[src/rtl/pipelined_barrel_shifter.sv]
// Pipelined logarithmic barrel shifter (SLL/SRL/SRA/ROR) carrying an opaque tag with each operation.
// Latency: NUM_SLOT cycles from accept to out_valid when unstalled (3 at WIDTH=32, REG_EVERY=2).
// Backpressure: per-slot valid/ready; bubbles collapse, in_ready drops only when every slot is full and the output stalls.
module pipelined_barrel_shifter #(
    parameter int WIDTH     = 32,
    parameter int SHAMT_W   = $clog2(WIDTH),
    parameter int REG_EVERY = 2,
    parameter int TAG_W     = 4
) (
    input  logic               clock,
    input  logic               reset_n,
    input  logic               in_valid,
    output logic               in_ready,
    input  logic [WIDTH-1:0]   in_data,
    input  logic [SHAMT_W-1:0] in_shamt,
    input  logic [1:0]         in_op,
    input  logic [TAG_W-1:0]   in_tag,
    output logic               out_valid,
    input  logic               out_ready,
    output logic [WIDTH-1:0]   out_data,
    output logic [TAG_W-1:0]   out_tag
);
    localparam int NUM_SLOT = (SHAMT_W + REG_EVERY - 1) / REG_EVERY;

    localparam logic [1:0] OP_SLL = 2'b00;
    localparam logic [1:0] OP_SRL = 2'b01;
    localparam logic [1:0] OP_SRA = 2'b10;

    typedef struct packed {
        logic [WIDTH-1:0]   dat;
        logic [SHAMT_W-1:0] shamt;
        logic [1:0]         op;
        logic               sign;
        logic [TAG_W-1:0]   tag;
    } slot_t;

    logic [NUM_SLOT-1:0] vld_q;
    logic [NUM_SLOT-1:0] src_vld;
    logic [NUM_SLOT-1:0] load;
    slot_t               slot_q [NUM_SLOT];
    slot_t               slot_d [NUM_SLOT];
    slot_t               src    [NUM_SLOT];

    // One mux level: shift by 2^k. SRA fills with the operand's original sign bit.
    function automatic logic [WIDTH-1:0] shift_level(
        input logic [WIDTH-1:0] d,
        input int               k,
        input logic [1:0]       op,
        input logic             sign
    );
        int sh;
        sh = 1 << k;
        case (op)
            OP_SLL:  return d << sh;
            OP_SRL:  return d >> sh;
            OP_SRA:  return (d >> sh) | (sign ? ~({WIDTH{1'b1}} >> sh) : {WIDTH{1'b0}});
            default: return (d >> sh) | (d << (WIDTH - sh));
        endcase
    endfunction

    // A slot may load if any slot at or downstream of it is empty, or the output is draining.
    always_comb begin : p_load
        logic free;
        free = out_ready;
        load = '0;
        for (int s = NUM_SLOT - 1; s >= 0; s--) begin
            free    = free | ~vld_q[s];
            load[s] = free;
        end
    end

    always_comb begin : p_datapath
        slot_t cur;
        src_vld[0] = in_valid;
        src[0]     = '{dat: in_data, shamt: in_shamt, op: in_op,
                       sign: in_data[WIDTH-1], tag: in_tag};
        for (int s = 1; s < NUM_SLOT; s++) begin
            src_vld[s] = vld_q[s-1];
            src[s]     = slot_q[s-1];
        end
        for (int s = 0; s < NUM_SLOT; s++) begin
            cur = src[s];
            for (int k = 0; k < SHAMT_W; k++) begin
                if ((k / REG_EVERY) == s && cur.shamt[k]) begin
                    cur.dat = shift_level(cur.dat, k, cur.op, cur.sign);
                end
            end
            slot_d[s] = cur;
        end
    end

    // Payload only loads with a valid op, so an idle input never disturbs held state.
    always_ff @(posedge clock or negedge reset_n) begin
        if (!reset_n) begin
            vld_q <= '0;
            for (int s = 0; s < NUM_SLOT; s++) begin
                slot_q[s] <= '0;
            end
        end else begin
            for (int s = 0; s < NUM_SLOT; s++) begin
                if (load[s]) begin
                    vld_q[s] <= src_vld[s];
                    if (src_vld[s]) begin
                        slot_q[s] <= slot_d[s];
                    end
                end
            end
        end
    end

    assign in_ready  = load[0];
    assign out_valid = vld_q[NUM_SLOT-1];
    assign out_data  = slot_q[NUM_SLOT-1].dat;
    assign out_tag   = slot_q[NUM_SLOT-1].tag;

endmodule

[config.mk]
export PLATFORM = sky130hd
export DESIGN_NAME = pipelined_barrel_shifter
export DESIGN_NICKNAME = d
export VERILOG_FILES = /design/src/rtl/pipelined_barrel_shifter.sv
export SDC_FILE = /design/constraint.sdc
export NUM_CORES = 1
export LEC_CHECK = 0
export ABC_AREA = 1
export CAP_MARGIN = 20
export CORE_ASPECT_RATIO = 0.75
export CORE_MARGIN = 4
export CORE_UTILIZATION = 58
export DETAILED_ROUTE_END_ITERATION = 16
export PLACE_DENSITY_LB_ADDON = 0.2
export SYNTH_ARGS = -nofsm -noshare
export SYNTH_HDL_FRONTEND = slang
export SYNTH_SLANG_ARGS = --single-unit
[constraint.sdc]
create_clock -name clock -period 1.6 [get_ports clock]
set_input_delay 0.32 -clock clock [delete_from_list [all_inputs] [get_ports clock]]
set_output_delay 0.32 -clock clock [all_outputs]
set_load 0.1 [all_outputs]
# After elaboration in Yosys (flattened, before gate mapping)
# Index checks and enable logic that the tools add are counted.
word_totals:
  inputBits: 47
  ff_bits: 127
  out_inout_bits: 38
  word_cells: 58
op_classes:
  muxes: 15
  bitwise_logic: 16
  reduce_logical: 6
  n_eq_ne: 6
op_table:
  columns: ["operator", "count"]
  rows:
  - ["$pmux 32 s3", 5]
  - ["$mux 32", 10]
  - ["$or 16x32->32", 2]
  - ["$or 24x32->32", 2]
  - ["$or 28x32->32", 2]
  - ["$or 30x32->32", 2]
  - ["$or 31x32->32", 2]
  - ["$eq 2x1->1 const B", 3]
  - ["$eq 2x2->1 const B", 3]
  - ["$logic_not 2->1", 3]
  - ["$reduce_and 2->1", 3]
  - ["$not 1->1", 3]
  - ["$or 1x1->1", 3]

# Logic depth before layout (Yosys ltp)
# Gate-level depths: netlist of run 1.
logic_depth:
  depth_word: 7
  ltp_mapped: 11

# Least setup slack after synthesis of run 1
# OpenSTA, ideal clock, no wires.
synth_timing:
  path_kind: "reg-to-reg"
  from: "register vld_q[2]"
  to: "register slot_q[102] (netlist name)"
  required_ps: 1480
  arrival_time_ps: 3159
  stages_incl_launch_ff: 7
  setup_slack_ps: -1679
  path_cell_list: "dfrtp_1 > nand4_1 > nand2_1 > inv_2 > buf_2 > o21ai_0 > inv_1"
synth_via:
  elab_chain_cells: 5
synth_lines:
  columns: ["item", "line", "text"]
  rows:
  - ["start: declaration", "37", "logic [NUM_SLOT-1:0] vld_q;"]
  - ["start signal: indexed assignment", "102", "vld_q[s] <= src_vld[s];"]
  - ["$not 1->1", "67", "free = free | ~vld_q[s];"]
  - ["$or 1x1->1 (3 in a row)", "67", null]
  - ["named net in_ready", "13", "output logic in_ready,"]
  - ["$reduce_and 2->1 (no line)", null, null]
  - ["end signal: indexed assignment", "104", "slot_q[s] <= slot_d[s];"]
  - ["end: declaration", "40", "slot_t slot_q [NUM_SLOT];"]
# The timed path passes the listed nets, and every way through them passes these cells.
# A chain may end at the register's enable or synchronous reset.

# Worst setup path in the final report of run 1
layout_timing:
  from: "register slot_q, in the netlist slot_d[49]"
  to: "register slot_q[87] (netlist name)"
layout_via:
  elab_chain_cells: 6
  elab_cells_between_ends: 8
  cone_classes: "2 x eq/ne; 4 x mux; 1 x bitwise; 1 x reduce/logical"
layout_lines:
  columns: ["item", "line", "text"]
  rows:
  - ["$eq 2x2->1 (tied with other cells)", "53", "case (op)"]
  - ["$pmux 32 s3", "53", null]
  - ["$mux 32", "84", "if ((k / REG_EVERY) == s && cur.shamt[k]) begin"]
  - ["$or 24x32->32", "57", "default: return (d >> sh) | (d << (WIDTH - sh));"]
  - ["$pmux 32 s3", "53", null]
  - ["$mux 32 (*)", "84", null]
# Every way passes the cells marked *; elsewhere a longest branch is shown, timed or not.

==> summary by stage, run 1 <==
Run status
The flow ran to the end, but the final reports show violations. The checks that failed: negative setup slack.

Synth
The portion of netlist area occupied by mux cells is 0%. In this run the cell area of the synthesized design comes to 8000 sq um. The synthesized-area fraction occupied by and/or/nand/nor cells is 34.1%. After synthesis, the largest family of logic cells by area is simple AND/OR/NAND/NOR gates. The synthesized netlist cell count is 1182. Sequential cells were found to cover 37.9% of the synthesized design area.

Dividing the synthesized area by the synthesized cell count gives 6.76 sq um. Summing the areas of all compound-gate instances in the mapped netlist gives 15.1% of the synthesized area. After Yosys synthesis, full adders, half adders and majority gates account for 0% of the synthesized area. During synthesis, Yosys emitted a total of 0 warnings. Counting flops and latches in the post-synthesis netlist gives 121.

The synthesized netlist devotes 0.110% of its cell area to XOR and XNOR gates. The number of nets produced by synthesis is 1229. The distinct cell type count after synthesis is 30.

Timing
Setup violations remaining at the end of the flow were counted as 23. Setup repair after global routing could not meet its margin everywhere. The highest clock frequency the design can meet is 568 MHz. The max-slew violation count was 0. The number of endpoints with negative hold slack in the final report came to 0. The worst pin sits at a relative slew slack of 69.5%. Hold is met by 399 ps. The final critical delay including setup and external delays is 1760 ps. The clock arrives with 9.14 ps of skew. The measured slew at the worst slew-check pin is 457 ps.

The least setup slack across all paths after layout is -160 ps. The part of the cycle the worst path needs is 110%.

Die
The die is 110 microns tall. The floorplan has 36 rows. In this run the horizontal extent of the chip is 144 microns. The initial core utilization is 60.4%. The number of top-level design ports is 85. The total area inside the core boundary comes to 13200 sq um. The die area is 15700 sq um.

Route
The detail route stage leaves a number of antenna-violating nets equal to 0. The post-route DRC violation count is 0. The wire length per cell is 19.4 microns.

The DRC marker count from the first detailed-route iteration is 1311. Dividing the detail-routed via count by the number of cells gives 6.18. Summed over all layers, the routed wires come to 28800 microns. The number of vias after detailed routing is 9172. For this run, the detailed router's first-pass iteration total came to 5.

Final layout
The repair_antennas step left the layout with diodes totalling 0. The final standard cell area without fillers is 10900 sq um. The filler cell count in the final layout is 855. In the layout the commonest cells are nand2_1 (317), nand3_1 (200), dfrtp_1 (118), buf_4 (99), inv_1 (89). The total number of nets in the final design is 1349. In the final layout, the multi-input gates occupy 4210 sq um. Leaving out fill and tap cells, the most frequent cell in the layout is nand2_1. Across the whole layout, storage elements account for 3030 sq um. Of the cells placed in the final design, the portion with a size suffix greater than 1 is 21.4%. The area growth from synthesis to layout is 36.4%.

Placed design
The number of I/O port buffers is 84. Routability-driven placement finished with a final weighted congestion of 0.947. The setup slack at placement is -416 ps. The placed standard-cell area is 9740 sq um. After legalization and detailed placement, the total HPWL measured 19100 microns.

Critical path
In this run the worst setup path begins at slot_d[49]$_DFFE_PN0P_. The worst-path cell with the longest stage delay is dfrtp_2. The beginning of the worst register-to-register path is slot_d[49]$_DFFE_PN0P_. Data arrives at the worst endpoint at 2080 ps. The worst setup path is launched from a flop. The longest individual stage delay on the worst path is 530 ps. The required time at the worst-slack endpoint is 1920 ps.

The capturing point of the worst reg2reg path is slot_q[87]$_DFFE_PN0P_. The most common cell type on the critical path is nand2_1. The critical path goes through nor2_8 > buf_4 > nand2_1 > nand3_2 > nand3_1 > nand2_1 > nand2_1 > a21oi_1.

The worst reg-to-reg path cell count is 8. The critical path is of the flop to flop type. STA classifies the critical path endpoint as a flop. The largest driver fanout on the critical path is 7.

The slack of the worst reg-to-reg path is -160 ps.

Pwr
Power comes to 20.9 mW. The leakage power is 5.33 nW. For this design the ratio of total power to cell area is 1920 nW/um^2. The maximum ir drop on the vdd rail is 2.32 mV.

Clock tree
In this run the clock root is driven by a clkbuf_16. For this design, the sink count on the clock tree is 121. TritonCTS created 17 clock buffers.

TritonCTS built the clock tree. The number of buffers on the longest clock path is 2. The register clock-pin slew on the reported worst setup and hold paths is 60 ps. The deepest level of the CTS H-tree is 4. The source-to-sink clock delay at the later pin of the worst-skew pair is 410 ps.

Hold path
The class of the most critical hold timing path is primary input to asynchronous set/reset pin.

Run
The max capacitance violation total is 0.

Global routing
The residual overflow from global routing is 0. The initial antenna violation count came to 0. The first global-routing pass estimated 43400 microns of wire. Entering global routing, the biggest net connects 47 pins. The via count of the first global-routing pass is 8341. The global router's overall resource usage is 35.2%.
[cell families after synthesis]
group | after synthesis
and+or+nand+nor | 632
AOI/OAI and AO/OA | 221
buffers and inverters | 207
DFF | 121
xor gates and xnor gates | 1
[metrics by stage]
| step | TNS [ps] | std cells | util [%] |
|---|---|---|---|
| 2_1_floorplan | -44150 | 1182 | - |
| 3_3_place_gp | -13600 | 1432 | 73.6 |
| 3_5_place_dp | -21440 | 1432 | 73.6 |
| 4_1_cts | -19.6 | 1472 | 78.9 |
| 5_1_grt | -2120 | 1484 | 82.3 |
| 6_report | -853 | 1484 | 82.3 |
[report_power, final]
part | internal (mW) | total [mW] | switching (mW)
sequential | 4.18 | 5.44 | 1.26
combinational | 4.07 | 11.3 | 7.28
clock | 2.62 | 4.10 | 1.47
[layer usage]
metal / GRT usage (%) / wire length [microns] / vias to the layer above
li1: - / - / 4108
met1: 50.3 / 11500 / 4315
met2: 53.7 / 12900 / 663
met3: 9.30 / 3610 / 86
met4: 8.33 / 678 / 0
met5: 0 / 0 / -
[what timing repair did]
action,in CTS,in global routing
pin swaps,3,36
endpoints found under the setup margin,24,66
gates resized for setup,5,76
hold buffers,1,0
buffers inserted,9,7
hold endpoints to repair,26,0
cloned,0,6
[worst max-delay path, delay by kind of cell (launching register included)]
kind,cells,cell delay (ps)
AND/OR/NAND/NOR,6,760
flip-flops,1,530
AO/OA/AOI/OAI,1,190
buffers and inverters,1,180
[state kept, by name, summed over array words and instances, names as in the netlist]
signal,flops
slot_q,64
out_data,32
slot_d,10
p_datapath.cur,8
out_tag,4
vld_q,3
[Yosys cell counts, drive strengths merged]
master / instances / area (sq um)
inv: 98 / 368
dfrtp: 121 / 3030
nor2: 70 / 297
a21oi: 86 / 430
o21ai: 95 / 475
clkbuf: 22 / 87.6
a21boi: 1 / 7.51
a31oi: 6 / 43.8
o211ai: 28 / 210
xor2: 1 / 8.76
nand3: 214 / 1080
buf: 87 / 572
or2: 9 / 56.3
and2: 1 / 6.26
a22oi: 5 / 37.5
nand4: 5 / 31.3
nand2: 333 / 1260
[how the worst max path moves through the flow]
| stage | endpoint | slack, ps | cells after the start |
|---|---|---|---|
| finish | slot_q[87]$_DFFE_PN0P_ | -160 | 8 |
| global route | slot_q[87]$_DFFE_PN0P_ | -150 | 8 |
| CTS | in_ready | -20 | 3 |
| detailed placement | slot_q[108]$_DFFE_PN0P_ | -420 | 9 |
| global placement | slot_q[108]$_DFFE_PN0P_ | -360 | 9 |
| floorplan | slot_q[130]$_DFFE_PN0P_ | -1050 | 8 |
[final cells by class]
cell class                 count  area share (%)
clock buffer                  18            4.03
clock inverter                12            1.60
inverter                      98            3.42
multi-input combinational    855            38.6
sequential                   121            27.8
tap                          171            1.96
timing repair buffer         209            22.5
(Power assumes the default switching activity.)
==> run 2, diff against run 1 <==
- CORE_UTILIZATION: 58 -> 59
- CTS_BUF_LIST: default -> sky130_fd_sc_hd__clkbuf_4 sky130_fd_sc_hd__clkbuf_8
==> summary by stage, run 2 (synthesis results as in run 1) <==
Final layout
Ranked by flip-flop count, first place goes to slot_q. The flip-flop count of the largest register after layout came to 64 (unchanged). In the layout the commonest cells are nand2_1 (325), nand3_1 (204), dfrtp_1 (118), buf_4 (101), inv_1 (88).

The area growth from synthesis to layout is 32.5%. The most frequent standard cell in the layout excluding fill and tap cells is nand2_1. The final core area utilization was 80.8% (-1.5 points).

The non-filler instance count after layout came to 1488 (+0.27%). The total number of nets in the final design was 1351 (+0.15%). The share of cells above drive strength 1 was 19.9% (-1.5 points). The total inserted antenna cells is 0 (unchanged).

Timing
The max-slew violation count is 0 (unchanged). The least setup slack across all paths after layout is -146 ps (+13.8 ps). The highest clock frequency the design can meet is 573 MHz (+0.79%).

The measured slew at the worst slew-check pin is 448 ps (-9.55 ps). The number of endpoints with negative hold slack in the final report was 0 (unchanged). The clock skew was 15.2 ps (+6.08 ps). The number of failing setup endpoints in the final timing report is 15 (-35%).

Setup repair after global routing could not meet its margin everywhere. The relative max-transition margin came to 70.0% (+0.51 points). The part of the cycle the worst path needs is 109% (-0.86 points). The final critical delay including setup and external delays came to 1750 ps (-13.8 ps).

Die
The die area is 15500 sq um (-1.6%). The core area is 13100 sq um (-1.0%). The number of top-level design ports came to 85 (unchanged).

The width of the die is 142 microns (-0.80%). The initial core utilization is 61.0% (+0.62 points). The number of placement rows is 36 (unchanged). The die extent in y is 109 microns (-0.79%).

Global routing
The initial antenna violation count is 0 (unchanged). The fraction of met3 tracks used by global routing is 7.37% (-1.9 points). The via count of the first global-routing pass is 8081 (-3.1%). The global router's overall resource usage was 34.3% (-0.87 points). The routing usage on met1 is 50.5% (+0.20 points).

The most heavily used metal layer in global routing is met2. The pin count of the biggest net entering global routing is 47 (unchanged). The residual overflow from global routing is 0 (unchanged).

The first-pass GRT wire length is 42000 microns (-3.2%). The global routing met2 resource utilization is 52.0% (-1.7 points).

Critical path
The largest driver fanout on the critical path was 2 (-5). The capturing point of the worst reg2reg path is slot_q[74]$_DFFE_PN0P_. The worst reg-to-reg path cell count came to 8 (unchanged). The required time at the worst-slack endpoint was 1280 ps (-640 ps). In this run the critical register-to-register path is launched from slot_d[49]$_DFFE_PN0P_. The critical path launch point is vld_q[2]$_DFFE_PN0P_.

The critical path is of the flop to primary output type. The startpoint class of the critical path is a flop. The worst path arrival time came to 1430 ps (-650 ps).

STA classifies the critical path endpoint as a primary output. The slack of the worst reg-to-reg path is -70 ps (+90 ps).

Clock tree
The clock sink total was 121 (unchanged). The root buffer cell chosen for the clock tree is clkbuf_8. The number of buffers inserted during clock tree synthesis was 17 (unchanged). The source-to-sink clock delay at the later pin of the worst-skew pair is 450 ps (+40 ps). The register clock-pin slew on the reported worst setup and hold paths is 80 ps (+20 ps). The deepest level of the CTS H-tree is 4 (unchanged). The CTS tree is done. The number of buffers on the longest clock path is 2 (unchanged).

Pwr
The total power divided by cell area is 1810 nW/um^2 (-5.7%). The leakage power is 5.24 nW (-1.8%). The total power after layout was 19.1 mW (-8.4%).

The maximum ir drop on the vdd rail is 2.30 mV (-0.61%).

Run status
The checks that failed: negative setup slack. The flow ran to the end, but the final reports show violations.

Placed design
The number of I/O port buffers is 84 (unchanged). The final HPWL from detailed placement is 19100 microns (+0.18%). The count of placed standard cells including taps is 1438 (+0.42%). The final weighted congestion of routability-driven global placement is 1.00 (+5.5%). The setup slack at placement is -349 ps (+67.9 ps).

Route
The wire length per cell is 18.3 microns (-5.5%). The number of vias after detailed routing is 8996 (-1.9%). The via count normalized by instance count was 6.05 (-2.2%). The total routed wirelength is 27200 microns (-5.3%).

The number of detailed-routing iterations run before antenna repair came to 5 (unchanged). The post-route DRC violation count is 0 (unchanged). The DRC marker count from the first detailed-route iteration is 1303 (-0.61%).

The antenna violation net count after detailed routing is 0 (unchanged).

Hold path
The class of the most critical hold timing path is primary input to asynchronous set/reset pin.

Run
The max capacitance violation total was 0 (unchanged).
[run 2: what timing repair did]
action | CTS | global route
hold buffers | 1 | 0
cloned | 0 | 5
pin swaps | 11 | 18
buffers inserted | 7 | 6
setup endpoints to repair | 32 | 50
gates resized for setup | 20 | 47
hold endpoints to repair | 21 | 0
[run 2: area by class of cell]
| type | count | area [sq um] |
|---|---|---|
| clock buffer | 22 | 278 |
| clock inverter | 10 | 120 |
| fill | 864 | 2510 |
| inverter | 98 | 373 |
| multi-input combinational | 854 | 4090 |
| sequential | 121 | 3030 |
| tap | 171 | 214 |
| timing repair buffer | 212 | 2480 |
[run 2: metal layers]
metal | share of wire (%) | wire length, microns
met4 | 1.9 | 507
met3 | 11 | 3030
met2 | 44 | 12100
met1 | 43 | 11600
met5 | 0 | 0
[run 2: worst max-delay path by stage]
stage                                    endpoint  slack, ps  cells past startpoint
after floorplan           slot_q[130]$_DFFE_PN0P_      -1050                      8
after global placement    slot_q[121]$_DFFE_PN0P_       -320                      9
after detailed placement  slot_q[120]$_DFFE_PN0P_       -350                      9
after CTS                                in_ready       -100                      3
after global routing                     in_ready       -180                      5
final                                    in_ready       -150                      3
[run 2: worst max-delay path, cell delays in order, from the launching register on]
cell	delay (ps)
dfrtp_4	490
nand4_1	160
buf_4	160
buf_12	170
[run 2: metrics by stage]
step / area [sq um] / TNS, ps / hold WS, ps
after CTS: 10300 / -114 / 334
after floorplan: 8020 / -44150 / 24.4
after detailed placement: 9780 / -19000 / 256
after global routing: 10600 / -2230 / 351
after global placement: 9780 / -14730 / 255
final: 10600 / -577 / 327
[run 2: where the power goes]
| part | internal [mW] | switching (mW) | total (mW) | leakage, nW |
|---|---|---|---|---|
| Combinational | 3.94 | 7.02 | 11.0 | 3.58 |
| Clock | 1.50 | 1.31 | 2.81 | 0.201 |
| Sequential | 4.17 | 1.20 | 5.37 | 1.45 |
